[config.mk]
export PLATFORM = sky130hd
export DESIGN_NAME = muldiv_unit
export DESIGN_NICKNAME = d
export VERILOG_FILES = /design/src/rtl/muldiv_pkg.sv /design/src/rtl/muldiv_operand_prep.sv /design/src/rtl/muldiv_unit.sv
export SDC_FILE = /design/constraint.sdc
export NUM_CORES = 1
export LEC_CHECK = 0
export CORE_MARGIN = 3
export CORE_UTILIZATION = 50
export CTS_BUF_LIST = sky130_fd_sc_hd__clkbuf_16
export DETAILED_ROUTE_END_ITERATION = 10
export PLACE_DENSITY = 0.65
export SYNTH_ARGS = -nofsm -noshare
export SYNTH_HDL_FRONTEND = slang
export SYNTH_SLANG_ARGS = --single-unit
[constraint.sdc]
create_clock -name clk -period 7.95 [get_ports clk]
set_input_delay 1.59 -clock clk [delete_from_list [all_inputs] [get_ports clk]]
set_output_delay 1.59 -clock clk [all_outputs]
set_load 0.01 [all_outputs]
[src/rtl/muldiv_pkg.sv]
// Shared types and constants for the iterative multiply/divide unit.
package muldiv_pkg;

    localparam int MULDIV_OP_W    = 3;
    localparam int MULDIV_STATE_W = 2;

    // Operation select, encoded exactly as the func3 field.
    typedef enum logic [MULDIV_OP_W-1:0] {
        OP_MUL    = 3'b000,
        OP_MULH   = 3'b001,
        OP_MULHSU = 3'b010,
        OP_MULHU  = 3'b011,
        OP_DIV    = 3'b100,
        OP_DIVU   = 3'b101,
        OP_REM    = 3'b110,
        OP_REMU   = 3'b111
    } muldiv_op_e;

    typedef enum logic [MULDIV_STATE_W-1:0] {
        IDLE = 2'b00,
        BUSY = 2'b01,
        DONE = 2'b10
    } muldiv_state_e;

endpackage

[src/rtl/muldiv_operand_prep.sv]
// Combinational operand conditioning: converts signed operands to magnitudes,
// reports their signs, and flags the cases that need no iteration at all.
module muldiv_operand_prep
    import muldiv_pkg::*;
#(
    parameter int XLEN = 32
) (
    input  logic [MULDIV_OP_W-1:0] func3,
    input  logic [XLEN-1:0]        a,
    input  logic [XLEN-1:0]        b,
    output logic [XLEN-1:0]        a_mag,
    output logic [XLEN-1:0]        b_mag,
    output logic                   a_neg,
    output logic                   b_neg,
    output logic                   b_zero,
    output logic                   early_out
);

    muldiv_op_e op;
    logic       a_signed;
    logic       b_signed;
    logic       div_ovf;

    // Sign decode, magnitudes and special-case detection.
    always_comb begin
        op       = muldiv_op_e'(func3);
        // MUL keeps both operands unsigned: the low half of the product is sign-agnostic.
        a_signed = (op == OP_MULH) || (op == OP_MULHSU) || (op == OP_DIV) || (op == OP_REM);
        b_signed = (op == OP_MULH) || (op == OP_DIV) || (op == OP_REM);
        a_neg    = a_signed && a[XLEN-1];
        b_neg    = b_signed && b[XLEN-1];
        a_mag    = a_neg ? -a : a;
        b_mag    = b_neg ? -b : b;
        b_zero   = (b == '0);
        div_ovf  = ((op == OP_DIV) || (op == OP_REM)) &&
                   (a == {1'b1, {(XLEN-1){1'b0}}}) && (b == '1);
        early_out = func3[2] ? (b_zero || div_ovf) : ((a == '0) || b_zero);
    end

endmodule

[src/rtl/muldiv_unit.sv]
// Iterative RISC-V M-extension multiply/divide unit: one shift-add or
// restoring shift-subtract step per cycle on a 2*XLEN accumulator.
// Optional macro MULDIV_EARLY_OUT_EN: trivially-resolved operations skip
// the iteration and go straight to DONE; results are identical either way.
module muldiv_unit
    import muldiv_pkg::*;
#(
    parameter int XLEN = 32
) (
    input  logic                   clk,
    input  logic                   reset,
    input  logic                   start,
    input  logic [MULDIV_OP_W-1:0] func3,
    input  logic [XLEN-1:0]        a,
    input  logic [XLEN-1:0]        b,
    output logic                   ready,
    output logic                   busy,
    output logic                   done,
    output logic [XLEN-1:0]        result
);

    localparam int CNT_W = $clog2(XLEN) + 1;
    localparam int ACC_W = 2 * XLEN;

    muldiv_state_e state_q, state_d;
    muldiv_op_e    op_q;
    logic [XLEN-1:0]  a_q;      // original rs1, returned by REM/REMU on divide by zero
    logic [XLEN-1:0]  opnd_q;   // multiplicand or divisor magnitude
    logic             a_neg_q, b_neg_q, b_zero_q;
    logic [ACC_W-1:0] acc_q, acc_nxt;
    logic [CNT_W-1:0] cnt_q;
    logic [XLEN-1:0]  result_q;

    logic [XLEN-1:0]  a_mag, b_mag;
    logic             a_neg, b_neg, b_zero, early_out;
    logic [XLEN:0]    mul_sum, div_trial;
    logic [ACC_W-1:0] prod_fix;
    logic [XLEN-1:0]  quo, rem, fin_res;
    logic             prod_neg, last_step;

    muldiv_operand_prep #(.XLEN(XLEN)) u_prep (
        .func3     (func3),
        .a         (a),
        .b         (b),
        .a_mag     (a_mag),
        .b_mag     (b_mag),
        .a_neg     (a_neg),
        .b_neg     (b_neg),
        .b_zero    (b_zero),
        .early_out (early_out)
    );

`ifdef MULDIV_EARLY_OUT_EN
    logic [XLEN-1:0] early_res;

    // Result of the cases resolved without iterating, from the raw operands.
    always_comb begin
        if (!func3[2])     early_res = '0;
        else if (b_zero)   early_res = func3[1] ? a : '1;
        else               early_res = func3[1] ? '0 : a;
    end
`else
    logic unused_early_out;
    assign unused_early_out = early_out;
`endif

    assign last_step = (cnt_q == CNT_W'(XLEN - 1));

    // One iteration step of the accumulator.
    always_comb begin
        mul_sum   = {1'b0, acc_q[ACC_W-1:XLEN]} + ({1'b0, opnd_q} & {(XLEN+1){acc_q[0]}});
        div_trial = acc_q[ACC_W-1:XLEN-1] - {1'b0, opnd_q};
        if (op_q[2]) begin
            if (!div_trial[XLEN]) acc_nxt = {div_trial[XLEN-1:0], acc_q[XLEN-2:0], 1'b1};
            else                  acc_nxt = {acc_q[ACC_W-2:0], 1'b0};
        end else begin
            acc_nxt = {mul_sum, acc_q[XLEN-1:1]};
        end
    end

    // Sign fix-up and result selection from the final accumulator value.
    always_comb begin
        prod_neg = a_neg_q ^ b_neg_q;
        prod_fix = prod_neg ? -acc_nxt : acc_nxt;
        quo      = acc_nxt[XLEN-1:0];
        rem      = acc_nxt[ACC_W-1:XLEN];
        case (op_q)
            OP_MUL:                       fin_res = quo;
            OP_MULH, OP_MULHSU, OP_MULHU: fin_res = prod_fix[ACC_W-1:XLEN];
            OP_DIV, OP_DIVU:              fin_res = b_zero_q ? '1 : (prod_neg ? -quo : quo);
            OP_REM, OP_REMU:              fin_res = b_zero_q ? a_q : (a_neg_q ? -rem : rem);
            default:                      fin_res = quo;
        endcase
    end

    // FSM state register.
    always_ff @(posedge clk) begin
        if (reset) state_q <= IDLE;
        else       state_q <= state_d;
    end

    // FSM next-state logic.
    always_comb begin
        state_d = state_q;
        case (state_q)
            IDLE: begin
                if (start) begin
`ifdef MULDIV_EARLY_OUT_EN
                    state_d = early_out ? DONE : BUSY;
`else
                    state_d = BUSY;
`endif
                end
            end
            BUSY:    if (last_step) state_d = DONE;
            DONE:    state_d = IDLE;
            default: state_d = IDLE;
        endcase
    end

    // FSM outputs.
    always_comb begin
        ready  = (state_q == IDLE);
        busy   = (state_q == BUSY);
        done   = (state_q == DONE);
        result = result_q;
    end

    // Datapath: operand capture on accept, iteration while busy, result on last step.
    always_ff @(posedge clk) begin
        if (reset) begin
            op_q     <= OP_MUL;
            a_q      <= '0;
            opnd_q   <= '0;
            a_neg_q  <= 1'b0;
            b_neg_q  <= 1'b0;
            b_zero_q <= 1'b0;
            acc_q    <= '0;
            cnt_q    <= '0;
            result_q <= '0;
        end else begin
            case (state_q)
                IDLE: begin
                    if (start) begin
                        op_q     <= muldiv_op_e'(func3);
                        a_q      <= a;
                        a_neg_q  <= a_neg;
                        b_neg_q  <= b_neg;
                        b_zero_q <= b_zero;
                        cnt_q    <= '0;
                        if (func3[2]) begin
                            opnd_q <= b_mag;
                            acc_q  <= {{XLEN{1'b0}}, a_mag};
                        end else begin
                            opnd_q <= a_mag;
                            acc_q  <= {{XLEN{1'b0}}, b_mag};
                        end
`ifdef MULDIV_EARLY_OUT_EN
                        if (early_out) result_q <= early_res;
`endif
                    end
                end
                BUSY: begin
                    acc_q <= acc_nxt;
                    cnt_q <= cnt_q + CNT_W'(1);
                    if (last_step) result_q <= fin_res;
                end
                default: ;
            endcase
        end
    end

endmodule

==> qor.yml <==
final_layout:
  fin_area_mm2: 0.0187
  final_common_cell: "nand2_1"
  drive_above_1_share_pct: 5.80
  diodes: 0
  syn_to_final_growth_pct: 10.6
  n_fill_cell: 3255
  seqCellArea_mm2: 0.00349
  final_cell_mix: "nand2_1, nor2_1, a21oi_1"
  multiInputGateArea_mm2: 0.0126
  nNetsFinal: 2575
  finish.utilization_pct: 56.9
global_routing:
  antenna_found_initial: 0
  grt_max_degree: 121
  grt_pass1_vias: 17700
  grt_pass1_wl_um: 110000
  gr-usage-all-layers_pct: 39.9
  grt_overflow: 0
sta:
  min_period_over_period_pct: 86.8
  slew_violations: 2
  report.final.setup_viol: 0
  hold_viol: 0
  clock_skew_ns: 0.00858
  finalCriticalPeriod_ns: 6.90
  slew_headroom_pct: -5.09
  timing.final.ws_setup_ns: 1.05
  tightestPinTransition_ns: 1.54
  finalSetupTns_ns: 0
  max_freq_mhz: 145
  rsz0062_at_grt: "false"
critical_path:
  cp-start-kind: "flop"
  critPathSlowestCell: "or4_1"
  worstSetupEndpointType: "flop"
  path_cells: "inv_1 > ha_1 > fa_1 > nand2b_1 > a21oi_1 > o21ai_1 > a21oi_2 > a22o_1 > nor3_2 > a21oi_1 > ha_1 > o2111ai_1 > or2_2 > or4_1 > nor4_2 > nand4_1 > o21ai_0 > o22ai_1 > or3b_1 > nand3b_4 > o21ai_0 > xnor2_1 > o221ai_1 > a32o_1"
  cp.required_ns: 8.30
  critPathBufInv: 1
  crit_type: "reg -> reg"
  r2r-start: "acc_q[31]$_SDFFE_PP0P_"
  cpPeakStageDelay_ns: 0.64
  worstPathArrival_ns: 7.25
  cp_top_family: "simple AND/OR/NAND/NOR gates"
  critPathMaxFanout: 9
  critPathLaunch: "acc_q[31]$_SDFFE_PP0P_"
synth:
  syn_nets: 2594
  synth_edf_count: 0
  synth_async_sr_flop_share_pct: 0
  synth_cells: 2453
  ys_types: 95
  ys_warn_count: 0
  synth-seq-cells: 174
  synth_ff_type: "dfxtp_1"
  synth_area_per_cell_um2: 6.91
  ys_seq_area_share_pct: 20.6
  netlist_area_mm2: 0.0169
clock_network:
  cts_made_buffers: 17
  ctsResizeCount: 0
  clk_pin_slew_ns: 0.08
  cts_hold_buf: 0
  clock-root-buffer: "clkbuf_16"
  cts_tree: "yes"
  cts.sinks: 174
  clock_latency_ns: 0.46
  cts_buffer_depth: 2
  cts_setup_buffers: 0
  ctsHtreeMaxLevel: 4
floorplanning:
  die_h_um: 190
  row_count: 66
  design.core.area_mm2: 0.0329
  die_area_mm2: 0.0361
  die_w_um: 190
  ios: 105
  initial_core_util_pct: 51.4
place:
  post_dp_cell_area_mm2: 0.0182
  routabilityCongestion: 1.05
  hpwl_um: 56800
  dp_slack_ns: 1.18
  io_buffers: 104
pwr:
  p_total_mw: 3.01
  power_density_mw_per_mm2: 161
  p_leak_nw: 6.96
  ir_drop_mv: 0.169
route:
  detail-route-antenna-nets: 0
  drt_wl_total_um: 73600
  via_count: 19300
  firstDrtPassIters: 6
  vias_per_cell: 6.68
  wire_per_inst_um: 25.5
  drc: 0
  initialDrtViolationCount: 2507
run:
  cap_violations: 1
worst_hold_path:
  min_path_type: "reg -> reg"
  hp-start: "result[8]$_SDFFE_PP0P_"
outcome:
  violations: "max-capacitance violations, max-slew violations"
  outcome: "finished, violations left"
## cells by family after synthesis
kind of cell	Yosys count	share of synthesized area, %
and+or+nand+nor	936	25.9
AOI/OAI and AO/OA	801	30.2
buffers and inverters	239	5.46
xor gates and xnor gates	175	9.05
DFF	174	20.6
adders and majority gates	71	5.33
muxes	57	3.47
## flip-flops by register name (all words and copies together), names as in the netlist
signal	count
op_q	3
acc_q	64
cnt_q	6
opnd_q	32
a_neg_q	1
state_q	2
result	32
b_neg_q	1
b_zero_q	1
a_q	32
## worst min-delay path, cell delays in order, from the launching register on
cell     delay [ns]
dfxtp_1        0.32
nand2_1        0.05
nand2_1        0.04
## area by class of cell
class / instances / share of cell area (%)
well taps: 442 / 2.95
clock buffers: 17 / 2.27
repair buffers: 141 / 7.06
flip-flops and latches: 174 / 18.6
clock inverters: 15 / 0.815
multi-input cells: 2040 / 67.1
inverters: 60 / 1.20
## worst paths after layout
kind,depth (start not counted),slack [ns],to
worst max register to register,24,1.05,result[30]$_SDFFE_PP0P_
worst max-delay path,24,1.05,result[30]$_SDFFE_PP0P_
worst min register to register,2,0.45,result[8]$_SDFFE_PP0P_
worst min-delay path,2,0.45,result[8]$_SDFFE_PP0P_
## synth_stat cells, drive strengths merged (15+ instances only)
cell type / number / area share, %
a211oi: 37 / 1.7
a21o: 24 / 1.1
a21oi: 256 / 7.6
a221oi: 15 / 0.78
a22o: 19 / 0.98
a22oi: 17 / 0.81
a31oi: 36 / 1.3
and2: 45 / 1.7
buf: 39 / 1.0
clkbuf: 140 / 3.1
dfxtp: 174 / 21
ha: 69 / 5.1
inv: 60 / 1.3
mux2i: 43 / 2.5
nand2: 331 / 7.3
nand2b: 20 / 0.74
nand3: 45 / 1.4
nand4: 22 / 0.85
nor2: 259 / 5.8
nor2b: 18 / 0.66
nor3: 70 / 2.2
nor4: 26 / 1.0
o211ai: 56 / 2.5
o21ai: 198 / 5.8
o31ai: 22 / 1.1
or3: 19 / 0.73
or4: 15 / 0.66
xnor2: 99 / 5.1
xor2: 76 / 3.9
## metal layers
layer | wire [um] | track usage (%) | vias to the layer above
met1 | 29100 | 51.3 | 9041
met5 | 0 | 0 | -
met3 | 8740 | 11.4 | 217
met4 | 4780 | 22.7 | 0
li1 | - | - | 8840
met2 | 31000 | 59.5 | 1188
## through the flow
stage               hold slack [ns]  instances
finish                        0.448       2889
global route                  0.471       2889
CTS                           0.447       2889
detailed placement            0.434       2857
global placement              0.427       2857
floorplan                     0.433       2453
## where the power goes
group	leakage (nW)	switching, mW	internal [mW]
logic	5.27	0.779	0.395
registers	1.42	0.0799	0.915
clock network	0.277	0.428	0.417
Note: power is estimated with default switching activity, not from simulation.
